==> src/rtl/uart_pkg.sv <==
// Shared definitions for the UART link (transmitter `uart` and receiver
// `uart_rx`).
//   - uart_state_e      : receiver FSM state encoding (3-bit)
//   - UART_DATA_BITS    : payload bits per frame
//   - UART_CLKS_PER_BIT : default clock cycles per bit period
package uart_pkg;

  localparam int UART_DATA_BITS    = 8;
  localparam int UART_CLKS_PER_BIT = 16;

  typedef enum logic [2:0] {
    IDLE   = 3'd0,
    START  = 3'd1,
    DATA   = 3'd2,
    PARITY = 3'd3,
    STOP   = 3'd4
  } uart_state_e;

endpackage

==> src/rtl/uart_rx_sync.sv <==
// Input conditioning for the UART receiver.
// Two-flop synchroniser on the asynchronous serial line, followed by one
// history flop so a falling edge of the synchronised line can be detected.
// All flops reset to 1, the idle level of the line, so leaving reset never
// looks like a start edge.
// Ports:
//   clk   in  system clock
//   reset in  synchronous active-high reset
//   rx    in  raw serial line (asynchronous)
//   rx_s  out synchronised line
//   fall  out high for one cycle when rx_s goes 1 -> 0
module uart_rx_sync (
  input  logic clk,
  input  logic reset,
  input  logic rx,
  output logic rx_s,
  output logic fall
);

  logic meta_q;
  logic sync_q;
  logic hist_q;

  always_ff @(posedge clk) begin
    if (reset) begin
      meta_q <= 1'b1;
      sync_q <= 1'b1;
      hist_q <= 1'b1;
    end else begin
      meta_q <= rx;
      sync_q <= meta_q;
      hist_q <= sync_q;
    end
  end

  assign rx_s = sync_q;
  assign fall = hist_q & ~sync_q;

endmodule

==> src/rtl/uart_rx.sv <==
// UART receiver: deserialises the serial line into bytes, LSB first, with
// mid-bit sampling at a fixed CLKS_PER_BIT ratio (must be >= 4).
// Optional build macro UART_RX_PARITY_EN: frames become 8E1 (even parity
// bit after the data bits); otherwise 8N1 and parity_err is tied 0.
// Ports:
//   clk        in  system clock, rising edge
//   reset      in  synchronous active-high reset, aborts any frame silently
//   rx         in  serial line, idle high, asynchronous
//   data       out last good byte, held until the next good frame
//   rx_valid   out one-cycle pulse, data updated this cycle
//   rx_busy    out high from start detect until back in IDLE
//   frame_err  out one-cycle pulse, stop bit sampled low
//   parity_err out one-cycle pulse, parity mismatch (0 without the macro)
// The FSM state is held in state_q (uart_state_e) for observation.
module uart_rx
  import uart_pkg::*;
#(
  parameter int CLKS_PER_BIT = UART_CLKS_PER_BIT,
  parameter int DATA_BITS    = UART_DATA_BITS
) (
  input  logic                 clk,
  input  logic                 reset,
  input  logic                 rx,
  output logic [DATA_BITS-1:0] data,
  output logic                 rx_valid,
  output logic                 rx_busy,
  output logic                 frame_err,
  output logic                 parity_err
);

  localparam int CNT_W = $clog2(CLKS_PER_BIT);
  localparam int IDX_W = $clog2(DATA_BITS);

  localparam logic [CNT_W-1:0] HALF_LAST = CNT_W'(CLKS_PER_BIT / 2 - 1);
  localparam logic [CNT_W-1:0] BIT_LAST  = CNT_W'(CLKS_PER_BIT - 1);
  localparam logic [IDX_W-1:0] IDX_LAST  = IDX_W'(DATA_BITS - 1);

  logic rx_s;
  logic fall;

  uart_rx_sync u_sync (
    .clk   (clk),
    .reset (reset),
    .rx    (rx),
    .rx_s  (rx_s),
    .fall  (fall)
  );

  uart_state_e          state_q;
  logic [CNT_W-1:0]     cnt_q;
  logic [IDX_W-1:0]     bit_idx_q;
  logic [DATA_BITS-1:0] shift_q;
  logic [DATA_BITS-1:0] data_q;
  logic                 rx_valid_q;
  logic                 rx_busy_q;
  logic                 frame_err_q;
  logic                 parity_bad;

`ifdef UART_RX_PARITY_EN
  logic parity_q;
  logic parity_err_q;
  // Even parity: XOR over data bits and parity bit must be zero.
  assign parity_bad = ^{shift_q, parity_q};
  assign parity_err = parity_err_q;
`else
  assign parity_bad = 1'b0;
  assign parity_err = 1'b0;
`endif

  always_ff @(posedge clk) begin
    if (reset) begin
      state_q     <= IDLE;
      cnt_q       <= '0;
      bit_idx_q   <= '0;
      shift_q     <= '0;
      data_q      <= '0;
      rx_valid_q  <= 1'b0;
      rx_busy_q   <= 1'b0;
      frame_err_q <= 1'b0;
`ifdef UART_RX_PARITY_EN
      parity_q     <= 1'b0;
      parity_err_q <= 1'b0;
`endif
    end else begin
      // Strobes are single-cycle unless re-asserted below.
      rx_valid_q  <= 1'b0;
      frame_err_q <= 1'b0;
`ifdef UART_RX_PARITY_EN
      parity_err_q <= 1'b0;
`endif
      case (state_q)
        IDLE: begin
          rx_busy_q <= 1'b0;
          // Only an edge starts a frame, so a held-low line cannot retrigger.
          if (fall) begin
            cnt_q     <= '0;
            state_q   <= START;
            rx_busy_q <= 1'b1;
          end
        end
        START: begin
          if (cnt_q == HALF_LAST) begin
            if (!rx_s) begin
              cnt_q     <= '0;
              bit_idx_q <= '0;
              state_q   <= DATA;
            end else begin
              // Line back high at mid-start: glitch, drop it silently.
              state_q   <= IDLE;
              rx_busy_q <= 1'b0;
            end
          end else begin
            cnt_q <= cnt_q + 1'b1;
          end
        end
        DATA: begin
          if (cnt_q == BIT_LAST) begin
            shift_q[bit_idx_q] <= rx_s;
            cnt_q              <= '0;
            if (bit_idx_q == IDX_LAST) begin
`ifdef UART_RX_PARITY_EN
              state_q <= PARITY;
`else
              state_q <= STOP;
`endif
            end else begin
              bit_idx_q <= bit_idx_q + 1'b1;
            end
          end else begin
            cnt_q <= cnt_q + 1'b1;
          end
        end
`ifdef UART_RX_PARITY_EN
        PARITY: begin
          if (cnt_q == BIT_LAST) begin
            parity_q <= rx_s;
            cnt_q    <= '0;
            state_q  <= STOP;
          end else begin
            cnt_q <= cnt_q + 1'b1;
          end
        end
`endif
        STOP: begin
          if (cnt_q == BIT_LAST) begin
            if (rx_s && !parity_bad) begin
              data_q     <= shift_q;
              rx_valid_q <= 1'b1;
            end
            frame_err_q <= ~rx_s;
`ifdef UART_RX_PARITY_EN
            parity_err_q <= parity_bad;
`endif
            cnt_q     <= '0;
            state_q   <= IDLE;
            rx_busy_q <= 1'b0;
          end else begin
            cnt_q <= cnt_q + 1'b1;
          end
        end
        default: begin
          state_q   <= IDLE;
          rx_busy_q <= 1'b0;
        end
      endcase
    end
  end

  assign data      = data_q;
  assign rx_valid  = rx_valid_q;
  assign rx_busy   = rx_busy_q;
  assign frame_err = frame_err_q;

endmodule

==> config.mk <==
export PLATFORM = sky130hd
export DESIGN_NAME = uart_rx
export DESIGN_NICKNAME = d
export VERILOG_FILES = /design/src/rtl/uart_pkg.sv /design/src/rtl/uart_rx_sync.sv /design/src/rtl/uart_rx.sv
export SDC_FILE = /design/constraint.sdc
export NUM_CORES = 1
export LEC_CHECK = 0
export BUFFER_PORTS_ARGS = -buffer_cell sky130_fd_sc_hd__clkbuf_2
export CAP_MARGIN = 20
export CORE_ASPECT_RATIO = 2
export CORE_UTILIZATION = 35
export CTS_CLUSTER_SIZE = 24
export DETAILED_ROUTE_END_ITERATION = 8
export GPL_TIMING_DRIVEN = 0
export HOLD_SLACK_MARGIN = 0.02
export PLACE_DENSITY = 0.52
export SLEW_MARGIN = 10
export SYNTH_ARGS = -nofsm -noshare
export SYNTH_HDL_FRONTEND = slang
export SYNTH_SLANG_ARGS = --single-unit
==> constraint.sdc <==
create_clock -name clk -period 1.65 [get_ports clk]
set_input_delay 0.165 -clock clk [delete_from_list [all_inputs] [get_ports clk]]
set_output_delay 0.165 -clock clk [all_outputs]
set_load 0.01 [all_outputs]
==> After elaboration in Yosys (flattened, before gate mapping) <==
Cells that the tools add are included.
{ "totals": {"input_bits": 3, "elab_cells": 73, "reg_bits": 32, "out_inout_bits": 12} }
{ "classes": {"n_eq_ne": 15, "bitwise_logic": 5, "reduce_logical": 12, "muxes": 26, "order_cmp": 2, "addsub": 2} }
{ "ops": {"columns": ["cell", "n"], "rows": [
  ["3-bit two-way mux", 9],
  ["4-bit two-way mux", 4],
  ["2-bit inequality test, second input constant", 7],
  ["3-bit case mux with 4 select lines", 1],
  ["4-bit case mux with 3 select lines", 1],
  ["5-bit AND reduction", 2],
  ["8-bit bitwise mux", 1],
  ["3-bit == test, second input constant", 2],
  ["1-bit two-way mux", 6],
  ["3-bit case mux with 2 select lines", 1],
  ["3-bit AND reduction", 2],
  ["4-bit by 1-bit adder with 4-bit output, second input constant", 1],
  ["4-bit by 3-bit == test with 1-bit output, second input constant", 1],
  ["4-bit == test, second input constant", 1],
  ["3-bit by 4-bit < comparator with 1-bit output, second input constant", 1],
  ["1-bit inverter", 4],
  ["1-bit case mux with 4 select lines", 1],
  ["4-bit AND reduction", 1],
  ["3-bit by 1-bit adder with 3-bit output, second input constant", 1],
  ["1-bit demux with 3-bit select", 1],
  ["3-bit by 1-bit == test with 1-bit output, second input constant", 1],
  ["3-bit by 2-bit == test with 1-bit output, second input constant", 1],
  ["3-bit by 1-bit >= comparator with 1-bit output, second input constant", 1],
  ["3-bit logical NOT", 1],
  ["10 further kinds", 10]
]} }

==> Depth between registers and ports, before layout <==
{ "depth": {"ltp_word": 5, "mapped_depth": 7, "mapped_depth_nobuf": 6} }

==> Modules after synthesis <==
From an unflattened synthesis, not the netlist that was laid out.
{ "hier_totals": {"hier_cells": 165, "area_unflattened_um2": 1517.7} }
{ "modules_own_cells": {"columns": ["mod", "area_each_um2", "cells_per_inst", "instances"], "rows": [
  ["uart_rx", 1432.6, 158, 1],
  ["uart_rx_sync", 85.1, 7, 1]
]} }

==> Least setup slack after synthesis <==
OpenSTA, ideal clock, no wires.
{ "synth_timing": {"path_kind": "reg-to-reg", "startpoint": "register bit_idx_q[0]", "endpoint": "register bit_idx_q[1]", "path_slack_ps": -59, "t_arrival_ps": 1638, "path_buffers": 0, "path_stages_with_launch": 7, "required_time_ps": 1579, "period_less_slack_ps": 1709, "cell_sequence": "dfxtp_1 > ha_1 > ha_1 > nor4bb_1 > o2111ai_1 > or2_2 > a21oi_1"} }
{ "synth_via": {"elab_chain_cells": 4, "word_cells_on_any_way": 7, "cone_classes": "1 x add/sub; 2 x eq/ne; 3 x mux; 1 x reduce/logical"} }
{ "synth_lines": {"columns": ["item", "line", "source"], "rows": [
  ["start: declaration", "uart_rx.sv:51", "logic [IDX_W-1:0] bit_idx_q;"],
  ["start signal: assignment", "uart_rx.sv:127", "bit_idx_q <= bit_idx_q + 1'b1;"],
  ["3-bit by 1-bit adder with 3-bit output", "uart_rx.sv:127", null],
  ["3-bit two-way mux", "uart_rx.sv:120", "if (bit_idx_q == IDX_LAST) begin"],
  ["3-bit two-way mux", "uart_rx.sv:117", "if (cnt_q == BIT_LAST) begin"],
  ["3-bit case mux with 2 select lines", "uart_rx.sv:91", "case (state_q)"]
]} }
Parallel ways exist; a longest one is shown, timed or not. The select of a mux whose other input is x is not followed.
A chain may end at the register's enable or synchronous reset.

==> Final worst setup path <==
Same ends and word-level chain as after synthesis.

==> out/metrics.csv <==
metric,value,unit
tns,-0.175,ns
p_switching,0.344,mW
fin_nets,201,
r2r_slack,-0.06,ns
grt_pass1_vias,1304,
skew,0.00731,ns
clock.fmax,586,MHz
core,0.00409,mm²
hold_viol,0,
rsz0062_at_grt,yes,
avgSynthCellArea,9.09,µm²
hold_path_depth,2,
grt_max_degree,11,
synth_cell_type_count,44,
cts_buffer_depth,2,
fin_cells,248,
wire_per_inst,15.0,µm
critPathMostFrequentCell,ha_4,
dieHeight,94.6,µm
clock_latency,0.28,ns
clkPwrFrac,49.1,%
io_buffers,13,
internal-power,1.34,mW
maxCapViolations,0,
cts-root-buf,clkbuf_8,
outcome,"complete, but fails checks",
r2r-start,bit_idx_q[0],
initial_utilization,36.7,%
design_area,0.00202,mm²
criticalPathCategory,reg -> reg,
path_cells,ha_4 -> ha_4 -> nor4bb_4 -> o2111ai_2 -> or2_2 -> a21oi_1,
seq_area_frac_synth,42.7,%
drt_iter0_drc,23,
hold_class,in -> reg,
hp-start,rx,
critPathCaptureType,flop,
post-route-period-util,103,%
grt_pass1_wl,6.15,mm
diodes,0,
synthFlopType,dfxtp_1,
num_vias,1297,
violations,negative setup slack,
ys_ff_latch,32,
synth_area,0.00150,mm²
hold_ws,0.0575,ns
die-area,0.00457,mm²
via_per_inst,5.23,
p_seq_share,46.7,%
syn2layout_area_growth,34.8,%
dr.pass1.iters,4,
r2r_end,bit_idx_q[1],
finalSetupViolations,5,
drc,0,
final.min_clock_period,1.71,ns
p_leak,0.780,nW
gr-total-overflow,0,
crit_path_max_fanout,5,
cts_tree,built,
cp_top_family,simple AND/OR/NAND/NOR gates,
worstPathArrival,1.91,ns
dp_cells,230,
die_w,48.3,µm
p_total,1.68,mW
ir_worst_vdd,0.558,mV
antenna_found_initial,0,
synth_fp_nets,171,
combPwrFrac,4.3,%
final_cell_mix,"25 x dfxtp_1, 19 x nor2_1, 15 x mux2i_1, 14 x clkbuf_2, 14 x buf_4",
synthCells,165,
ys_warn_count,0,
cts_max_level,2,
p_sw_share,20.4,%
worstMarginPinSlew,0.515,ns
cts_inserted_buffers,5,
async_flop_share,0,%
rows,33,
place_area,0.00163,mm²
grt_util_all_layers,19.4,%
cp.required,1.85,ns
io_pins,15,
final_common_cell,dfxtp_1,
clock-sinks,32,
fin_util,49.5,%
hold_path_end,u_sync.meta_q,
clk_pin_slew_worst_paths,0.07,ns
antenna_left,0,
drive_gt1_share,37.8,%
holdBufCountCts,0,
slowest_delay,0.35,ns
maxSlewViolCount,0,
r2r_cells,6,
place_ws,-0.212,ns
worst-path-buf-inv,0,
hpwlAfterDp,2.55,mm
drt-total-wl,3.72,mm
power.density,833,mW/mm²
cp_slowest_cell,dfxtp_4,
setup_slack,-0.0577,ns
cp-start-kind,flop,
synth_edf_count,0,
slew_headroom,65.7,%
place_congestion,0.882,
-- power by group through the flow --
| stage | clock network, mW | registers [mW] | logic (mW) |
|---|---|---|---|
| after floorplan | 0 | 0.802 | 0.0449 |
| after global placement | 0 | 0.805 | 0.0622 |
| after detailed placement | 0 | 0.805 | 0.0637 |
| after CTS | 0.847 | 0.786 | 0.0660 |
| after global routing | 0.877 | 0.786 | 0.0796 |
| final | 0.826 | 0.786 | 0.0716 |
-- per-layer routing --
metal,GRT usage (%),up-vias,part of all wire [%]
met5,0,-,0
met4,14.6,0,4.1
met3,3.82,12,2.1
met2,31.2,28,56
met1,20.4,614,38
li1,-,643,-
-- sequential cells by signal, indices dropped and copies added (netlist names) --
signal	cells
u_sync.meta_q	1
rx_valid	1
data	8
frame_err	1
rx_busy	1
shift_q	8
state_q	3
u_sync.hist_q	1
bit_idx_q	3
cnt_q	4
u_sync.rx_s	1
-- Yosys cell counts, types with 4 or more instances --
cell	count	share of area, %
mux2i_1	15	10
dfxtp_1	32	43
nand2_1	10	2.5
a21oi_1	7	2.3
nand2b_1	6	2.5
or2_2	4	1.7
nand3_1	4	1.3
o21ai_0	6	2.0
clkbuf_1	5	1.3
nor4_1	6	2.5
nor2_1	19	4.8
inv_1	4	1.0
-- logic make-up (layout without fill, tap and decap cells) --
group           Yosys count  count (layout)  synth area share, %
xor+xnor                  2               2                 1.17
simple gates             70              70                 25.9
compound gates           25              25                 11.3
other cells               1               1                0.250
mux                      16              16                 10.8
fa+ha+maj                 3               3                 2.50
buf+inv                  16              47                 5.50
flops                    32              32                 42.7
-- how the worst max path moves through the flow --
| stage | startpoint | depth (start not counted) | to | slack [ns] |
|---|---|---|---|---|
| after floorplan | bit_idx_q[0] | 6 | bit_idx_q[0] | 0.001 |
| after global placement | cnt_q[0] | 6 | state_q[1] | -0.21 |
| after detailed placement | cnt_q[0] | 6 | state_q[1] | -0.21 |
| after CTS | bit_idx_q[1] | 6 | bit_idx_q[0] | -0.12 |
| after global routing | bit_idx_q[0] | 6 | bit_idx_q[1] | -0.16 |
| final | bit_idx_q[0] | 6 | bit_idx_q[1] | -0.06 |
-- layout make-up --
| class | count | area [µm²] |
|---|---|---|
| buffer | 12 | 80.1 |
| clock buffer | 7 | 96.3 |
| clock inverter | 1 | 30.0 |
| fill | 385 | 2070 |
| inverter | 4 | 15.0 |
| multi-input combinational | 117 | 936 |
| sequential | 32 | 659 |
| tap | 52 | 65.1 |
| timing repair buffer | 23 | 140 |
-- timing repair --
action                                 in CTS  in global routing
buffers inserted                            6                  5
setup endpoints to repair                  23                 22
resized for setup                          23                 20
pin swaps                                   7                  8
endpoints found under the hold margin       0                  0
Note: power is estimated with default switching activity, not from simulation.
